## config.mk

```make
export PLATFORM = sky130hd
export DESIGN_NAME = dino_game_ctrl_flat
export DESIGN_NICKNAME = d
export VERILOG_FILES = /design/src/rtl/dino_game_ctrl_if.sv /design/src/rtl/dino_game_ctrl.sv /design/src/flat_wrapper.sv
export SDC_FILE = /design/constraint.sdc
export NUM_CORES = 1
export LEC_CHECK = 0
export ABC_AREA = 0
export CAP_MARGIN = 0
export CORE_MARGIN = 2
export CORE_UTILIZATION = 40
export CTS_BUF_LIST = sky130_fd_sc_hd__clkbuf_8
export CTS_CLUSTER_SIZE = 30
export DETAILED_ROUTE_END_ITERATION = 10
export PLACE_DENSITY = 0.59
export SETUP_SLACK_MARGIN = 0.15
export SYNTH_ARGS = -nofsm -noshare
export SYNTH_HDL_FRONTEND = slang
export SYNTH_SLANG_ARGS = --single-unit
```

## constraint.sdc

```tcl
create_clock -name vga_clk -period 3.9 [get_ports vga_clk]
set_input_delay 0.39 -clock vga_clk [delete_from_list [all_inputs] [get_ports vga_clk]]
set_output_delay 0.39 -clock vga_clk [all_outputs]
set_load 0.03 [all_outputs]
```

## src/rtl/dino_game_ctrl_if.sv

```systemverilog
// dino_game_ctrl_if
// Groups the controller's inputs and game outputs into one bundle.
//   master side (VGA timing / button / consumer):
//     drives  pixel_x[9:0], pixel_y[9:0], jump_btn
//     reads   dino_y[9:0], obstacle_x1[9:0], obstacle_x2[9:0], game_over, score[15:0]
//   slave side (dino_game_ctrl): the mirror image.
interface dino_game_ctrl_if;
    logic [9:0]  pixel_x;
    logic [9:0]  pixel_y;
    logic        jump_btn;
    logic [9:0]  dino_y;
    logic [9:0]  obstacle_x1;
    logic [9:0]  obstacle_x2;
    logic        game_over;
    logic [15:0] score;

    modport master (
        output pixel_x, pixel_y, jump_btn,
        input  dino_y, obstacle_x1, obstacle_x2, game_over, score
    );

    modport slave (
        input  pixel_x, pixel_y, jump_btn,
        output dino_y, obstacle_x1, obstacle_x2, game_over, score
    );
endinterface

```

## src/rtl/dino_game_ctrl.sv

```systemverilog
// dino_game_ctrl
// Frame-rate game-state controller for the Chrome-dino game. Once per frame,
// at the start of vertical blanking, it advances the dino jump physics,
// scrolls two obstacles, checks for a collision and steps the
// IDLE/RUN/OVER state machine.
// Ports:
//   vga_clk  pixel clock, the only clock
//   rst_n    asynchronous active-low reset
//   bus      dino_game_ctrl_if.slave
//              in : pixel_x, pixel_y (VGA counters), jump_btn (raw button)
//              out: dino_y, obstacle_x1, obstacle_x2, game_over, score
module dino_game_ctrl #(
    parameter int DINO_X     = 50,
    parameter int DINO_W     = 50,
    parameter int OBST_W     = 30,
    parameter int OBST_H     = 150,
    parameter int OBST1_INIT = 640,
    parameter int OBST2_INIT = 960,
    parameter int RESPAWN_X  = 700,
    parameter int SPEED      = 4,
    parameter int JUMP_V     = 20,
    parameter int GRAVITY    = 1
) (
    input logic             vga_clk,
    input logic             rst_n,
    dino_game_ctrl_if.slave bus
);

    typedef enum logic [1:0] {IDLE, RUN, OVER} state_t;

    localparam logic [9:0]        JUMP_Y     = 10'(JUMP_V);
    localparam logic signed [7:0] LAUNCH_VEL = 8'(JUMP_V - GRAVITY);
    localparam logic signed [7:0] GRAV       = 8'(GRAVITY);
    localparam logic [9:0]        STEP       = 10'(SPEED);
    localparam logic [9:0]        RESPAWN    = 10'(RESPAWN_X);
    localparam logic [9:0]        X1_INIT    = 10'(OBST1_INIT);
    localparam logic [9:0]        X2_INIT    = 10'(OBST2_INIT);
    localparam logic [9:0]        OBST_TOP   = 10'(OBST_H);
    localparam logic [10:0]       HIT_LEFT   = 11'(DINO_X);
    localparam logic [10:0]       HIT_RIGHT  = 11'(DINO_X + DINO_W - 1);
    localparam logic [10:0]       OBST_SPAN  = 11'(OBST_W - 1);

    state_t            state;
    logic              sync1;
    logic              sync2;
    logic              btn_prev;
    logic              jump_pending;
    logic [9:0]        dino_y;
    logic signed [7:0] vel;
    logic [9:0]        obst_x1;
    logic [9:0]        obst_x2;
    logic              game_over;
    logic [15:0]       score;

    logic              tick;
    logic              btn_edge;
    logic              grounded;
    logic signed [10:0] sum;
    logic [9:0]        nxt_y;
    logic signed [7:0] nxt_vel;
    logic [9:0]        nxt_x1;
    logic [9:0]        nxt_x2;
    logic              hit1;
    logic              hit2;
    logic              hit;

    // One-cycle pulse at the first pixel of vertical blanking.
    assign tick     = (bus.pixel_x == 10'd0) && (bus.pixel_y == 10'd480);
    assign btn_edge = sync2 & ~btn_prev;

    // Candidate values for a RUN tick. The height sum is done at 11-bit
    // signed width so a falling dino can go below zero and be clamped.
    // Collision uses the post-move positions and height of this same tick.
    always_comb begin
        grounded = (dino_y == 10'd0) && (vel == 8'sd0);
        sum      = $signed({1'b0, dino_y} + {{3{vel[7]}}, vel});
        nxt_y    = dino_y;
        nxt_vel  = vel;
        if (grounded) begin
            if (jump_pending) begin
                nxt_y   = JUMP_Y;
                nxt_vel = LAUNCH_VEL;
            end
        end else if (sum <= 11'sd0) begin
            nxt_y   = 10'd0;
            nxt_vel = 8'sd0;
        end else begin
            nxt_y   = sum[9:0];
            nxt_vel = vel - GRAV;
        end

        nxt_x1 = (obst_x1 >= STEP) ? (obst_x1 - STEP) : RESPAWN;
        nxt_x2 = (obst_x2 >= STEP) ? (obst_x2 - STEP) : RESPAWN;

        hit1 = ({1'b0, nxt_x1} <= HIT_RIGHT) && (({1'b0, nxt_x1} + OBST_SPAN) >= HIT_LEFT);
        hit2 = ({1'b0, nxt_x2} <= HIT_RIGHT) && (({1'b0, nxt_x2} + OBST_SPAN) >= HIT_LEFT);
        hit  = (nxt_y < OBST_TOP) && (hit1 || hit2);
    end

    // Button synchronizer, press latch and the game state machine. A press
    // landing on the tick cycle itself survives the clear and is serviced
    // at the following tick.
    always_ff @(posedge vga_clk or negedge rst_n) begin
        if (!rst_n) begin
            state        <= IDLE;
            sync1        <= 1'b0;
            sync2        <= 1'b0;
            btn_prev     <= 1'b0;
            jump_pending <= 1'b0;
            dino_y       <= 10'd0;
            vel          <= 8'sd0;
            obst_x1      <= X1_INIT;
            obst_x2      <= X2_INIT;
            game_over    <= 1'b0;
            score        <= 16'd0;
        end else begin
            sync1    <= bus.jump_btn;
            sync2    <= sync1;
            btn_prev <= sync2;

            if (tick) begin
                jump_pending <= btn_edge;
            end else if (btn_edge) begin
                jump_pending <= 1'b1;
            end

            if (tick) begin
                case (state)
                    IDLE: begin
                        if (jump_pending) begin
                            state <= RUN;
                        end
                    end
                    RUN: begin
                        dino_y  <= nxt_y;
                        vel     <= nxt_vel;
                        obst_x1 <= nxt_x1;
                        obst_x2 <= nxt_x2;
                        if (hit) begin
                            state     <= OVER;
                            game_over <= 1'b1;
                        end else if (score != 16'hFFFF) begin
                            score <= score + 16'd1;
                        end
                    end
                    OVER: begin
                        if (jump_pending) begin
                            state     <= IDLE;
                            dino_y    <= 10'd0;
                            vel       <= 8'sd0;
                            obst_x1   <= X1_INIT;
                            obst_x2   <= X2_INIT;
                            score     <= 16'd0;
                            game_over <= 1'b0;
                        end
                    end
                    default: state <= IDLE;
                endcase
            end
        end
    end

    assign bus.dino_y      = dino_y;
    assign bus.obstacle_x1 = obst_x1;
    assign bus.obstacle_x2 = obst_x2;
    assign bus.game_over   = game_over;
    assign bus.score       = score;

endmodule

```

## src/flat_wrapper.sv

```systemverilog
// flat-port wrapper written by rule: the top's interface ports become plain ports
module dino_game_ctrl_flat 
#(
    parameter int DINO_X     = 50,
    parameter int DINO_W     = 50,
    parameter int OBST_W     = 30,
    parameter int OBST_H     = 150,
    parameter int OBST1_INIT = 640,
    parameter int OBST2_INIT = 960,
    parameter int RESPAWN_X  = 700,
    parameter int SPEED      = 4,
    parameter int JUMP_V     = 20,
    parameter int GRAVITY    = 1
)
  (vga_clk, rst_n, bus_pixel_x, bus_pixel_y, bus_jump_btn, bus_dino_y, bus_obstacle_x1, bus_obstacle_x2, bus_game_over, bus_score);
  dino_game_ctrl_if bus_i ();
  input logic vga_clk;
  input logic rst_n;
  input wire logic [$bits(bus_i.pixel_x)-1:0] bus_pixel_x;
  input wire logic [$bits(bus_i.pixel_y)-1:0] bus_pixel_y;
  input wire logic [$bits(bus_i.jump_btn)-1:0] bus_jump_btn;
  output wire logic [$bits(bus_i.dino_y)-1:0] bus_dino_y;
  output wire logic [$bits(bus_i.obstacle_x1)-1:0] bus_obstacle_x1;
  output wire logic [$bits(bus_i.obstacle_x2)-1:0] bus_obstacle_x2;
  output wire logic [$bits(bus_i.game_over)-1:0] bus_game_over;
  output wire logic [$bits(bus_i.score)-1:0] bus_score;
  assign bus_i.pixel_x = bus_pixel_x;
  assign bus_i.pixel_y = bus_pixel_y;
  assign bus_i.jump_btn = bus_jump_btn;
  assign bus_dino_y = bus_i.dino_y;
  assign bus_obstacle_x1 = bus_i.obstacle_x1;
  assign bus_obstacle_x2 = bus_i.obstacle_x2;
  assign bus_game_over = bus_i.game_over;
  assign bus_score = bus_i.score;
  dino_game_ctrl #(.DINO_X(DINO_X), .DINO_W(DINO_W), .OBST_W(OBST_W), .OBST_H(OBST_H), .OBST1_INIT(OBST1_INIT), .OBST2_INIT(OBST2_INIT), .RESPAWN_X(RESPAWN_X), .SPEED(SPEED), .JUMP_V(JUMP_V), .GRAVITY(GRAVITY)) u_core (.vga_clk(vga_clk), .rst_n(rst_n), .bus(bus_i));
endmodule
```

* Word level (Yosys, flattened, before mapping)
Cells that the tools add are included.
** Storage, ports and cells
- Output and inout port bits :: 47
- Input port bits :: 23
- Word-level logic and storage cells :: 84
- Bits in registers :: 61
** Operators by class
- Eq/ne operators :: 10
- Reductions and logical operators :: 17
- Add/subtract/negate cells :: 7
- Muxes and demuxes :: 29
- Order comparisons :: 8
- Bitwise logic cells :: 2
** Operators by type and width (count)
- $mux W10 :: 8
- $pmux W10 S2 :: 3
- $mux W16 :: 3
- $mux W8 :: 4
- $pmux W16 S2 :: 1
- $add A10 B5 Y11 const B :: 2
- $ge A11 B6 Y1 const B :: 2
- $ge A10 B3 Y1 const B :: 2
- $le A10 B7 Y1 const B :: 2
- $logic_not A10 Y1 :: 2
- $sub A10 B3 Y10 const B :: 2
- $add A16 B1 Y16 const B :: 1
- $ne A16 B16 Y1 const B :: 1
- $pmux W8 S2 :: 1
- $reduce_and A4 Y1 :: 3
- $add A10 B11 Y11 :: 1
- $le A11 B1 Y1 const B :: 1
- $eq A10 B9 Y1 const B :: 1
- $lt A10 B8 Y1 const B :: 1
- $logic_not A8 Y1 :: 1
- $ne A2 B1 Y1 const B :: 4
- $sub A8 B2 Y8 const B :: 1
- $mux W2 :: 3
- $pmux W2 S3 :: 1
- other kinds (14) :: 22

* Depth between registers and ports, before layout
Gate-level depths: netlist of the first run.
- Depth in word-level cells :: 9
- Mapped depth :: 13
- Gate-level depth less buffers :: 11

* Worst setup path before layout of the first run
Ideal clock, no wire load.
- Path kind :: register to register
- Start :: register u_core.dino_y[0] (netlist: u_core.bus.dino_y[0])
- End :: register u_core.score[14] (netlist: u_core.bus.score[14])
- Library setup time :: 139 ps
- Required time :: 3761 ps
- Stages on the path, launching flop included :: 14
- Period minus slack after synthesis :: 3622 ps
- Setup slack :: 278 ps
- Arrival :: 3483 ps
- Path buffers :: 2
- Cells stage by stage :: dfrtp_1 -> ha_1 -> fa_1 -> a211oi_2 -> nor2_2 -> a2111o_1 -> a31o_4 -> xnor2_2 -> o31ai_1 -> a31oi_2 -> buf_6 -> buf_8 -> nor4_1 -> o32ai_2
** On the way
- Word-level cells in the longest chain between the ends :: 8
- Elaborated cells between the ends (all ways) :: 11
- Those cells by class :: add/sub (1); order compare (2); eq/ne (1); mux (3); reduce/logical (4)
** Ends and longest elaborated chain
- start: declaration :: RTL line dino_game_ctrl.sv:48 : logic [9:0] dino_y;
- start signal: assignment :: RTL line dino_game_ctrl.sv:135 : dino_y <= nxt_y;
- $add A10 B11 Y11 :: RTL line dino_game_ctrl.sv:76 : sum = $signed({1'b0, dino_y} + {{3{vel[7]}}, vel});
- $le A11 B1 Y1 :: RTL line dino_game_ctrl.sv:84 : end else if (sum <= 11'sd0) begin
- $mux W10 :: RTL line dino_game_ctrl.sv:84
- $mux W10 * :: RTL line dino_game_ctrl.sv:79 : if (grounded) begin
- $lt A10 B8 Y1 * :: RTL line dino_game_ctrl.sv:97 : hit = (nxt_y < OBST_TOP) && (hit1 || hit2);
- $logic_and A1 B1 Y1 * :: RTL line dino_game_ctrl.sv:97
- $ne A2 B2 Y1 (no line) *
- $reduce_and A5 Y1 (no line) *
- end signal: assignment :: RTL line dino_game_ctrl.sv:143 : score <= score + 16'd1;
- end: declaration :: RTL line dino_game_ctrl.sv:53 : logic [15:0] score;
Mark *: on every way between the ends. The rest lies on a longest branch, timed or not.
A chain may end at the register's enable or synchronous reset.

* Final worst setup path of the first run
- Start :: register u_core.vel[0]
- End :: register u_core.score[4] (netlist: u_core.bus.score[4])
** On the way
- Word-level cells in the longest chain between the ends :: 8
- Elaborated cells between the ends (all ways) :: 10
- Those cells by class :: add/sub (1); order compare (2); eq/ne (1); mux (2); reduce/logical (4)
** Ends and longest elaborated chain
- start: declaration :: RTL line dino_game_ctrl.sv:49 : logic signed [7:0] vel;
- start signal: assignment :: RTL line dino_game_ctrl.sv:136 : vel <= nxt_vel;
- $add A10 B11 Y11 :: RTL line dino_game_ctrl.sv:76
- $le A11 B1 Y1 :: RTL line dino_game_ctrl.sv:84
- $mux W10 :: RTL line dino_game_ctrl.sv:84
- $mux W10 * :: RTL line dino_game_ctrl.sv:79
- $lt A10 B8 Y1 * :: RTL line dino_game_ctrl.sv:97
- $logic_and A1 B1 Y1 * :: RTL line dino_game_ctrl.sv:97
- $ne A2 B2 Y1 (no line) *
- $reduce_and A5 Y1 (no line) *
Marks and branches as above.

==> flow_metrics.env, run 1 <==
export IMPL_status="completed"
export IMPL_tightestPinTransition_ns=0.9884
export IMPL_holdWs_ns=0.2065
export IMPL_fp_dieW_um=108.5
export IMPL_rsz0062_at_grt="false"
export IMPL_firstDrtPassIters=5
export IMPL_seq_area_frac_synth_pct=35.14
export IMPL_drive_above_1_share_pct=8.799
export IMPL_clkTransAtPathRegs_ns=0.08
export IMPL_synthCells=526
export IMPL_initial_utilization_pct=40.63
export IMPL_die_area_um2=11770
export IMPL_htreeDepth=3
export IMPL_critPathLaunchType="register"
export IMPL_cts_root_buf="clkbuf_8"
export IMPL_hpwlAfterDp_um=8475
export IMPL_synth_main_ff_cell="dfrtp_1"
export IMPL_reg2reg_slack_ns=0.41
export IMPL_nets=630
export IMPL_hold_viol=0
export IMPL_hold_buffers=0
export IMPL_drc=0
export IMPL_fillers=1089
export IMPL_slew_violations=0
export IMPL_fin_setup_tns_ns=0
export IMPL_netlist_area_um2=4365
export IMPL_antenna_found_initial=0
export IMPL_port_buffers=69
export IMPL_fin_crit_ns=3.495
export IMPL_clock_sinks=61
export IMPL_setup_violations=0
export IMPL_p_leak_nw=2.132
export IMPL_power_mw=1.213
export IMPL_syn_nets=570
export IMPL_fmax_ghz=0.2861
export IMPL_chipHeight_um=108.5
export IMPL_cp_required_ns=4.12
export IMPL_final_antenna_net_count=0
export IMPL_n_antenna_cell=0
export IMPL_cts_buffers=9
export IMPL_clock_latency_ns=0.35
export IMPL_ir_drop_mv=0.1170
export IMPL_coreArea_um2=10750
export IMPL_clockBufferDepth=2
export IMPL_dr_total_vias=4265
export IMPL_synth_area_per_cell_um2=8.299
export IMPL_wl_um=12240
export IMPL_path_class="register to register"
export IMPL_drv_cap=0
export IMPL_track_usage_pct=22.02
export IMPL_wl_per_cell_um=16.74
export IMPL_r2r_start="u_core.vel[0]"
export IMPL_grt_overflow=0
export IMPL_grt_pass1_vias=4278
export IMPL_hp_class="input port to async pin"
export IMPL_num_rows=38
export IMPL_end_kind="register"
export IMPL_p_per_area_nw_per_um2=227.2
export IMPL_cts_tree="done"
export IMPL_ioPinCount=70
export IMPL_finalCritPeriodShare_pct=89.61
export IMPL_post_cts_buffers=0
export IMPL_ys_types=75
export IMPL_clock_skew_ns=0.01478
export IMPL_drtIter0Drc=267
export IMPL_async_reset_ff_share_pct=100.0
export IMPL_synth_warnings=0
export IMPL_crit_path_max_fanout=7
export IMPL_cp_arrival_ns=3.71
export IMPL_grt_pass1_wl_um=20850
export IMPL_area_growth_pct=22.33
export IMPL_vias_per_cell=5.834
export IMPL_gp_congestion=0.9284
export IMPL_maxSlewHeadroom_pct=34.11
export IMPL_synth_edf_count=0
export IMPL_worstSetupStartpoint="u_core.vel[0]"
export IMPL_ys_ff_latch=61
export IMPL_grt_start_max_net_pins=43
[flip-flops by register name, indices dropped and copies added, names as in the netlist]
signal	cells
u_core.bus.score	16
u_core.bus.dino_y	10
u_core.bus.obstacle_x1	10
u_core.bus.obstacle_x2	10
u_core.vel	8
u_core.state	2
u_core.btn_prev	1
u_core.bus.game_over	1
u_core.jump_pending	1
u_core.sync1	1
u_core.sync2	1
[synth_stat cells (4+ instances only)]
cell type / instances / area share [%]
o21a_1: 5 / 0.86
o21ai_0: 50 / 5.7
ha_1: 20 / 5.7
dfrtp_1: 55 / 32
xnor2_1: 5 / 1.0
o21ai_1: 4 / 0.46
a21oi_1: 37 / 4.2
nor2_1: 40 / 3.4
nor4_1: 23 / 3.3
nand2b_1: 4 / 0.57
o41ai_1: 4 / 0.80
inv_1: 29 / 2.5
or3_1: 7 / 1.0
nand3_1: 12 / 1.4
xor2_1: 5 / 1.0
nor2b_1: 7 / 1.0
and3_1: 4 / 0.57
o31ai_1: 12 / 2.1
and2_1: 4 / 0.57
nor3_1: 17 / 1.9
o22ai_1: 7 / 1.0
buf_2: 5 / 0.57
dfstp_2: 6 / 3.6
a31oi_1: 15 / 2.1
clkbuf_1: 17 / 1.5
nand2_1: 59 / 5.1
o32ai_1: 6 / 1.2
[timing repair]
item                                   CTS  global route
endpoints found under the hold margin    0             0
resized for setup                        0             5
setup endpoints to repair                0            16
[cells in the final DEF, fill, tap and decap left out, drive strengths merged, types with 4 or more instances in the layout]
master,netlist,routed
dfrtp,55,55
dfstp,6,6
o41ai,4,4
a31oi,16,16
nand2b,4,4
o21a,5,5
xor2,5,5
nor2b,7,7
or3,7,7
xnor2,6,6
a21oi,38,38
nor2,41,41
o21ai,54,54
inv,29,32
o22ai,8,8
o31ai,12,12
a211oi,5,5
nor4,24,24
o32ai,8,8
ha,20,20
and2,4,4
and3,5,5
nand3,12,12
clkdlybuf4s50,0,68
buf,12,10
nand2,60,60
nor3,19,19
clkbuf,17,12
[area by class of cell]
class / count / area [µm²] / area share [%]
Multi-Input combinational cell: 407 / 2587 / 48.45
Sequential cell: 61 / 1534 / 28.73
Timing Repair Buffer: 78 / 753.2 / 14.10
Tap cell: 140 / 175.2 / 3.280
Clock buffer: 12 / 165.2 / 3.093
Inverter: 29 / 108.9 / 2.038
Clock inverter: 4 / 16.27 / 0.3046
[per-layer routing]
layer  global-route usage [%]  up-vias  wire length, µm
met1                    29.53     2096             5698
li1                         -     2069                -
met2                    36.70       84             5952
met4                    7.509        0              175
met3                    2.712       16              412
met5                        0        -                0
[stage by stage]
step / cells / instance area (µm²) / setup WS, ns / utilization, %
global route: 731 / 5340 / 0.1997 / 49.70
global placement: 715 / 5137 / 0.3107 / 47.81
finish: 731 / 5340 / 0.4050 / 49.70
floorplan: 526 / 4365 / 0.2780 / -
detailed placement: 715 / 5137 / 0.2269 / 47.81
CTS: 731 / 5319 / 0.2162 / 49.50
[worst paths after layout]
kind,endpoint,cells past startpoint
max in group asynchronous,u_core.bus.obstacle_x1[9],2
worst min register to register,u_core.sync2,0
worst max-delay path,u_core.bus.score[4],12
worst min-delay path,u_core.bus.dino_y[1],1
worst max register to register,u_core.bus.score[4],12
min in group vga_clk,u_core.sync2,0
[cells by family (layout without fill, tap and decap cells)]
group / count (synthesis) / after routing / share of synthesized area [%]
adders and majority gates: 21 / 21 / 6.191
buffers and inverters: 58 / 123 / 6.076
DFF: 61 / 61 / 35.14
muxes: 3 / 3 / 0.7165
xor gates and xnor gates: 11 / 11 / 2.379
AOI/OAI and AO/OA: 176 / 176 / 26.80
and+or+nand+nor: 196 / 196 / 22.70
[critical path, stage by stage (launching register included)]
cell	delay [ns]
dfrtp_1	0.43
ha_1	0.23
fa_2	0.39
a211oi_4	0.30
nor2_2	0.10
a2111o_1	0.41
a31o_4	0.28
xnor2_2	0.14
o31ai_2	0.26
a31oi_2	0.18
buf_4	0.20
o41ai_1	0.33
o31ai_1	0.12
[power breakdown]
group / internal (mW) / total [mW] / switching (mW)
logic: 0.0201 / 0.0364 / 0.0163
registers: 0.634 / 0.635 / 0.000483
clock network: 0.275 / 0.542 / 0.267
total: 0.930 / 1.21 / 0.283
Note: power is estimated with default switching activity, not from simulation.
==> run 2, diff against run 1 <==
- CORE_MARGIN: 2 -> 5
==> run 2 against run 1 <==
  * Setup slack lost 0.062 ns
  * First-iteration DRC count shrank 4.9%
  * Design area grew 1.1%
  * Wire length grew 4.1%
  * Sequential power is essentially flat
  * Die area grew 11%
  * Highest routed layer unchanged
==> flow_metrics.env, run 2 (synthesis results as in run 1) <==
export IMPL_power_frac_seq_pct=53.7
export IMPL_end_kind="register"
export IMPL_path_class="register to register"
export IMPL_final_common_cell="clkdlybuf4s50_1"
export IMPL_vias_per_cell=5.843
export IMPL_fin_setup_tns_ns=0
export IMPL_drc=0
export IMPL_area_growth_pct=23.70
export IMPL_r2r_cells=12
export IMPL_final_cell_mix="clkdlybuf4s50_1 (68), nand2_1 (59), dfrtp_1 (55)"
export IMPL_p_leak_nw=2.157
export IMPL_n_antenna_cell=0
export IMPL_final_util_pct=50.26
export IMPL_rsz0062_at_grt="true"
export IMPL_p_int_uw=909.9
export IMPL_drv_cap=0
export IMPL_largest_reg_flops=16
export IMPL_antenna_found_initial=0
export IMPL_regToRegEndpoint="u_core.bus.score[15]"
export IMPL_coreArea_um2=10750
export IMPL_clock_sinks=61
export IMPL_htreeDepth=3
export IMPL_cp_required_ns=4.13
export IMPL_swShare_pct=23.03
export IMPL_firstDrtPassIters=5
export IMPL_hold_buffers=0
export IMPL_finalCritPeriodShare_pct=91.21
export IMPL_holdWs_ns=0.1983
export IMPL_ir_drop_mv=0.1164
export IMPL_grt_start_max_net_pins=41
export IMPL_final_antenna_net_count=0
export IMPL_hold_viol=0
export IMPL_clkTransAtPathRegs_ns=0.07
export IMPL_die_area_um2=13100
export IMPL_comb_power_share_pct=3.1
export IMPL_drtIter0Drc=254
export IMPL_crit_path_max_fanout=7
export IMPL_track_usage_pct=19.68
export IMPL_grt_pass1_vias=4236
export IMPL_chipHeight_um=114.5
export IMPL_ioPinCount=70
export IMPL_p_per_area_nw_per_um2=218.9
export IMPL_r2r_start="u_core.bus.dino_y[0]"
export IMPL_clock_latency_ns=0.35
export IMPL_cts_root_buf="clkbuf_8"
export IMPL_hp_class="input port to async pin"
export IMPL_clock_skew_ns=0.01080
export IMPL_clockBufferDepth=2
export IMPL_hpwlAfterDp_um=8808
export IMPL_clkPwrFrac_pct=43.2
export IMPL_tightestPinTransition_ns=0.9765
export IMPL_drive_above_1_share_pct=9.428
export IMPL_initial_utilization_pct=40.63
export IMPL_fp_dieW_um=114.5
export IMPL_dpl_cell_count=717
export IMPL_layout_cells_non_filler=734
export IMPL_port_buffers=69
export IMPL_maxSlewHeadroom_pct=34.90
export IMPL_critPathLaunchType="register"
export IMPL_fillers=1044
export IMPL_num_rows=38
export IMPL_setup_violations=0
export IMPL_crit_chain="ha_1 > fa_1 > a211oi_4 > o21ai_0 > a41o_1 > xor2_1 > a211oi_2 > o31ai_4 > a31oi_4 > buf_4 > nor4_1 > or3_1"
export IMPL_grt_pass1_wl_um=21180
export IMPL_cp_arrival_ns=3.79
export IMPL_nets=633
export IMPL_wl_per_cell_um=17.35
export IMPL_fmax_ghz=0.2811
export IMPL_crit_slowest_cell="fa_1"
export IMPL_wl_um=12740
export IMPL_slew_violations=0
export IMPL_top_register="u_core.bus.score"
export IMPL_fin_crit_ns=3.557
export IMPL_cts_buffers=9
export IMPL_power_mw=1.182
export IMPL_status="completed"
export IMPL_dr_total_vias=4289
export IMPL_reg2reg_slack_ns=0.34
export IMPL_gp_congestion=0.8865
export IMPL_slowest_delay_ns=0.44
export IMPL_power_switching_uw=272.3
export IMPL_grt_overflow=0
export IMPL_cts_tree="done"
-- run 2: worst max-delay path: cells and delay by family (launching register included) --
kind / cells / cell delay (ns)
buffers and inverters: 1 / 0.22
AND/OR/NAND/NOR: 2 / 0.37
AO/OA/AOI/OAI: 6 / 1.57
adder cells (fa/ha/maj): 2 / 0.68
XOR/XNOR: 1 / 0.18
flip-flops: 1 / 0.42
-- run 2: per-stage QoR --
step                      setup WS [ns]  cell area [µm²]
after floorplan                  0.2780             4365
after global placement           0.2563             5152
final                            0.3428             5400
after global routing             0.1372             5400
after CTS                        0.1609             5329
after detailed placement         0.1616             5152
-- run 2: cell type report --
| type | instances | area, µm² | share of cell area (%) |
|---|---|---|---|
| clock inverter | 5 | 20.02 | 0.3707 |
| timing repair buffer | 81 | 788.3 | 14.60 |
| inverter | 29 | 108.9 | 2.016 |
| sequential | 61 | 1534 | 28.41 |
| clock buffer | 11 | 151.4 | 2.804 |
| multi-input combinational | 407 | 2623 | 48.56 |
| tap | 140 | 175.2 | 3.244 |
-- run 2: what timing repair did --
| action | in CTS | in global routing |
|---|---|---|
| gates resized for setup | 1 | 8 |
| setup buffers | 0 | 1 |
| endpoints found under the setup margin | 4 | 15 |
| pin swaps | 0 | 2 |
-- run 2: power groups by stage --
stage	Sequential (mW)	Combinational (mW)	Clock [mW]
floorplan	0.647	0.00147	0
global placement	0.647	0.0374	0
detailed placement	0.647	0.0378	0
CTS	0.635	0.0380	0.519
global route	0.634	0.0413	0.548
finish	0.635	0.0366	0.511
-- run 2: worst max path at each step --
stage                               startpoint                    to  slack, ns  cells past startpoint
after floorplan           u_core.bus.dino_y[0]  u_core.bus.score[14]       0.28                     13
after global placement           u_core.vel[0]   u_core.bus.score[4]       0.26                     12
after detailed placement  u_core.bus.dino_y[0]   u_core.bus.score[4]       0.16                     12
after CTS                 u_core.bus.dino_y[0]   u_core.bus.score[0]       0.16                     12
after global routing      u_core.bus.dino_y[0]   u_core.bus.score[0]       0.14                     12
final                     u_core.bus.dino_y[0]  u_core.bus.score[15]       0.34                     12
-- run 2: per-layer routing --
layer,vias up,global-route usage [%],share of wire [%]
li1,2067,-,-
met1,2105,26.39,46
met2,107,32.32,49
met3,10,3.964,4.6
met4,0,5.384,0.93
met5,-,0,0
